==> config.mk <==
export PLATFORM = sky130hd
export DESIGN_NAME = regfile_sb
export DESIGN_NICKNAME = d
export VERILOG_FILES = /design/src/rtl/regfile_sb_pkg.sv /design/src/rtl/regfile_sb_sb_bits.sv /design/src/rtl/regfile_sb.sv
export SDC_FILE = /design/constraint.sdc
export NUM_CORES = 2
export LEC_CHECK = 0
export CORE_MARGIN = 4
export CORE_UTILIZATION = 55
export DETAILED_ROUTE_END_ITERATION = 10
export PLACE_DENSITY_LB_ADDON = 0.05
export RECOVER_POWER = 100
export SLEW_MARGIN = 20
export SYNTH_ARGS = -nofsm -noshare
export SYNTH_HDL_FRONTEND = slang
export SYNTH_SLANG_ARGS = --single-unit
==> constraint.sdc <==
create_clock -name clk -period 39.6 [get_ports clk]
set_input_delay 7.92 -clock clk [delete_from_list [all_inputs] [get_ports clk]]
set_output_delay 7.92 -clock clk [all_outputs]
set_load 0.05 [all_outputs]
==> src/rtl/regfile_sb_pkg.sv <==
`default_nettype none
// +-----------------------------------------------------------------+
// | regfile_sb_pkg : shared defaults and address-width derivation   |
// | rev 1.0                                                         |
// +-----------------------------------------------------------------+
package regfile_sb_pkg;

  localparam int XLEN_DEF = 32;
  localparam int NREG_DEF = 32;
  localparam int NRD_DEF  = 2;

  // Smallest w with 2**w >= nreg; NREG is a power of two so this is exact.
  function automatic int addr_width(input int nreg);
    int w;
    w = 0;
    while ((1 << w) < nreg) begin
      w = w + 1;
    end
    return w;
  endfunction

endpackage
`default_nettype wire

==> src/rtl/regfile_sb_sb_bits.sv <==
`default_nettype none
// +-----------------------------------------------------------------+
// | sb_bits : per-register pending-write scoreboard (set/clear/flush)|
// | rev 1.0                                                         |
// +-----------------------------------------------------------------+
module sb_bits
  import regfile_sb_pkg::*;
#(
  parameter int NREG = NREG_DEF,
  localparam int AW  = addr_width(NREG)
) (
  input  logic            clk,
  input  logic            rst,
  input  logic            iss_valid,
  input  logic [AW-1:0]   iss_rd,
  input  logic            regwr,
  input  logic [AW-1:0]   rd,
  input  logic            sb_flush,
  output logic [NREG-1:0] busy,
  output logic            busy_any
);

  logic [NREG-1:0] busy_d;
  logic [NREG-1:0] busy_q;
  logic            busy_any_d;
  logic            busy_any_q;

  // Clear is applied first so a same-cycle issue to the same register wins;
  // flush then overrides everything.
  always_comb begin
    busy_d = busy_q;
    for (int i = 1; i < NREG; i++) begin
      if (regwr && (rd == AW'(i))) begin
        busy_d[i] = 1'b0;
      end
      if (iss_valid && (iss_rd == AW'(i))) begin
        busy_d[i] = 1'b1;
      end
    end
    if (sb_flush) begin
      busy_d = '0;
    end
    busy_d[0] = 1'b0;
  end

  always_comb begin
    busy_any_d = |busy_d;
  end

  always_ff @(posedge clk or posedge rst) begin
    if (rst) begin
      busy_q     <= '0;
      busy_any_q <= 1'b0;
    end else begin
      busy_q     <= busy_d;
      busy_any_q <= busy_any_d;
    end
  end

  assign busy     = busy_q;
  assign busy_any = busy_any_q;

endmodule
`default_nettype wire

==> src/rtl/regfile_sb.sv <==
`default_nettype none
// +-----------------------------------------------------------------+
// | regfile_sb : multi-read-port register file with write bypass    |
// |              and a pending-write scoreboard; rev 1.0            |
// +-----------------------------------------------------------------+
module regfile_sb
  import regfile_sb_pkg::*;
#(
  parameter int XLEN = XLEN_DEF,
  parameter int NREG = NREG_DEF,
  parameter int NRD  = NRD_DEF,
  localparam int AW  = addr_width(NREG)
) (
  input  logic              clk,
  input  logic              rst,
  input  logic [NRD*AW-1:0] raddr,
  output logic [NRD*XLEN-1:0] rdata,
  output logic [NRD-1:0]    rbusy,
  input  logic              regwr,
  input  logic [AW-1:0]     rd,
  input  logic [XLEN-1:0]   busw,
  input  logic              iss_valid,
  input  logic [AW-1:0]     iss_rd,
  input  logic              sb_flush,
  output logic              busy_any,
  input  logic [AW-1:0]     dbg_addr,
  output logic [XLEN-1:0]   dbg_data
);

  logic [XLEN-1:0] regs_q [NREG];
  logic [XLEN-1:0] regs_d [NREG];
  logic [NREG-1:0] busy;
  logic            wr_en;

  // Gated by rst so that reads stay zero for the whole reset window,
  // bypass included.
  assign wr_en = regwr && (rd != '0) && !rst;

  always_comb begin
    regs_d = regs_q;
    if (wr_en) begin
      regs_d[rd] = busw;
    end
    regs_d[0] = '0;
  end

  always_ff @(posedge clk or posedge rst) begin
    if (rst) begin
      for (int i = 0; i < NREG; i++) begin
        regs_q[i] <= '0;
      end
    end else begin
      regs_q <= regs_d;
    end
  end

  sb_bits #(
    .NREG (NREG)
  ) u_sb_bits (
    .clk       (clk),
    .rst       (rst),
    .iss_valid (iss_valid),
    .iss_rd    (iss_rd),
    .regwr     (regwr),
    .rd        (rd),
    .sb_flush  (sb_flush),
    .busy      (busy),
    .busy_any  (busy_any)
  );

  for (genvar p = 0; p < NRD; p++) begin : g_rd_port
    logic [AW-1:0] addr;
    logic          hit;

    assign addr = raddr[p*AW +: AW];
    assign hit  = wr_en && (rd == addr);

    // A bypassed write is the value the reader wanted, so it is not busy.
    assign rdata[p*XLEN +: XLEN] = (addr == '0) ? '0 :
                                   (hit ? busw : regs_q[addr]);
    assign rbusy[p] = busy[addr] & ~hit;
  end

  assign dbg_data = (dbg_addr == '0) ? '0 : regs_q[dbg_addr];

endmodule
`default_nettype wire

==> summary.txt <==
STA
  – Relative slew slack: -534.9%
  – Hold Slack: about 540 ps
  – RSZ-0062 raised after global routing: no
  – Final hold vios: 0
  – Fmax: between 0.03 and 0.04 GHz
  – Fin crit share: 72.46%
  – Worst slew pin tran: 9523 ps
  – Clock skew: between 4 and 5 ps
  – Minimum clock period: approximately 29000 ps
  – Setup TNS: 0 ps
  – Max-slew violation count: around 2400
  – Final setup vio count: 0

Pwr
  – Comb pwr share: 21.9%
  – Power Density: 44.99 nW/um^2
  – Peak VDD IR: 0.04012 mV
  – Clock power share: between 30% and 40%
  – Switch Pwr: just over 0.0009 W
  – Switching Fraction: a little under 30%
  – Int Power: around 0.0022 W
  – Register share of total power: between 40% and 50%
  – Leakage power: about 30 nW

Floorplan
  – Die Height: between 300 and 400 um
  – Die W: between 300 and 400 um
  – Row count: between 100 and 150
  – Starting Density: ~55%
  – Core area: about 120000 um^2
  – # IOs: around 160
  – DIE AREA: between 100000 and 150000 um^2

CTS
  – Post-CTS setup buffer count: 0
  – Post_cts resized: 0
  – # hold bufs at CTS: 0
  – H-tree lvl count: 3
  – Num CTS Buffers: approximately 120
  – Clk slew on worst S/H paths: ~50 ps
  – Max Root-Sink Buffers: 3
  – Sink Count: between 1000 and 1500
  – CTS Root Cell: clkbuf_16
  – TritonCTS clock tree: done
  – Clock latency on the worst-skew pair: ~700 ps

Finish
  – Post-route insts no fill: roughly 6000
  – Layout cells sized above 1: ~47%
  – Area growth syn-to-layout: 9.536%
  – Nets@finish: 4613
  – Core Util, Final: between 60% and 70%

Yosys
  – Commonest register cell after synthesis: dfrtp_1
  – Post-Synthesis Cells: 4692
  – Largest area contributor in the netlist: dfrtp_1
  – Post-synth net total: about 4800
  – Post-Syn Area: around 64000 um^2
  – Ranking of synthesized cells by area: dfrtp_1 (40%), mux2_2 (21%), mux4_2 (21%)
  – Cell variety after synth: 63
  – Sequential area share after synthesis: between 30 and 40%
  – Synth Warn #: 0
  – #FFs+latches synth: just over 1000
  – Top-count cell post-synth: mux2_2
  – EDFF count, synth: 0
  – Syn avg cell area: between 10 and 15 um^2
  – Asr flop ratio synth: between 90% and 100%
  – Top cell type's share of synthesized area: ~40%
  – Synth top cells by count: mux2_2 (1211), dfrtp_1 (1024), mux4_2 (601)

Global routing
  – Gr usage total: a little under two fifths
  – Initial antenna violation count: 2
  – GRT overflow: 0
  – Vias in the first global route: around 46000
  – First-pass GRT wire length: roughly 330 mm
  – Pin count of the biggest net entering global routing: roughly 180

Placement
  – Number of port buffers: 160
  – Placer Congestion: around 0.83
  – Placed Instances: a little under 6000
  – DP Wirelength: 116.7 mm

Critical path
  – Crit-path max FO: 66
  – Arr. time, crit path: ~21000 ps
  – Critical path required time: 31680 ps
  – Crit path kind: in -> out
  – Startpoint type of the worst setup path: primary input
  – Crit end category: output pin

Min path
  – Hold Path Class: reg -> reg

Detailed routing
  – 1st-iter DRT viols: around 4800
  – DRT antenna net count: 0
  – WL final: around 230 mm
  – Vias per inst: approximately 7.5
  – First-pass DRT Iterations: 6
  – Vias: 46032
  – Drc violations: 0
  – WL/cell: around 37 um

Status
  – Failing checks: max-capacitance violations, max-slew violations
  – Status: complete, but fails checks

Job
  – MaxCap Viol Count: 51
==> final cells by class <==
type                       count  area (um^2)
fill                        9157        45760
multi-input combinational   3066        36070
sequential                  1024        25620
clock buffer                 166         3483
timing repair buffer         269         2323
tap                         1524         1907
clock inverter                49        601.8
inverter                      74        280.3
antenna                        1        2.502
==> final timing paths <==
path,cells after the start,slack [ps],from,end
worst max-delay path,10,10900,raddr[1],rdata[28]
worst min register to register,1,540,regs_q[504],regs_q[504]
worst max register to register,6,37910,u_sb_bits.busy[24],u_sb_bits.busy_any
min in group asynchronous,2,9360,rst,u_sb_bits.busy[20]
worst min-delay path,1,540,regs_q[504],regs_q[504]
max in group asynchronous,4,17110,rst,regs_q[267]
==> cells by family (layout without fill, tap and decap cells) <==
group           count (synthesis)  in the layout  synth area share (%)
simple gates                  343            343                 2.829
buf+inv                       602            558                 4.032
flops                        1024           1024                 39.93
xor+xnor                       10             10                0.1365
mux                          2023           2023                 45.65
other cells                     0              1                     0
compound gates                690            690                 7.421
==> critical path: stages <==
cell and delay (ps):
clkbuf_1 4120, clkbuf_1 2610, nor2b_1 2070, clkbuf_1 1660
a22oi_1 550, o22ai_1 240, a21oi_1 60, or2_0 240
a31oi_1 260, dlygate4sd3_1 920
==> power groups by stage <==
stage / Sequential (W) / Combinational (W) / Clock (W)
after detailed placement: 0.00132 / 0.000691 / 0
after CTS: 0.00131 / 0.000693 / 0.00117
after global placement: 0.00132 / 0.000682 / 0
after global routing: 0.00133 / 0.000733 / 0.00121
after floorplan: 0.00129 / 0.000532 / 0
final: 0.00131 / 0.000692 / 0.00116
==> sequential cells by signal (all words and copies together) (netlist names) <==
register            flops
u_sb_bits.busy_any      1
regs_q                992
u_sb_bits.busy         31
==> through the flow <==
stage	power (W)	setup slack (ps)	instance area, um^2
after floorplan	0.001817	2864	64170
after global placement	0.002000	18980	66610
after detailed placement	0.002016	18930	66610
after CTS	0.003166	18930	70700
after global routing	0.003275	10690	70290
final	0.003162	10900	70290
==> layout by cell type (no fill, tap or decap), types with 8 or more instances in the layout <==
cell,synthesis,routed
mux2_2,1211,1211
dfrtp_1,1024,1024
mux4_2,601,601
mux2i_1,203,203
o21ai_0,176,178
clkbuf_16,0,118
o22ai_1,113,113
dlygate4sd3_1,0,94
o221ai_1,90,90
nor2_1,90,88
a21oi_1,78,78
buf_4,16,78
nand2_1,80,75
inv_1,73,70
clkbuf_1,258,46
clkdlybuf4s50_1,0,46
a221oi_1,44,44
clkbuf_8,0,36
a22o_1,33,33
a221o_1,31,31
a31oi_1,31,31
a22oi_1,31,31
nor2b_1,32,30
or2_2,23,23
clkinv_2,0,22
a2111oi_0,18,18
nor3_2,18,17
nand3_1,20,16
a211o_1,16,16
a211oi_2,13,13
nand3b_1,12,12
bufinv_16,0,12
nor4_1,10,10
clkinvlp_4,0,9
nand4_1,8,8
mux2_1,8,8
==> metal layers <==
layer	global-route usage [%]	part of all wire, %	vias up
met5	0	0.0062	-
met4	15.97	4.9	2
met3	7.788	9.9	553
met2	57.17	46	2647
met1	51.11	39	24592
li1	-	-	18238
(Power assumes the default switching activity.)
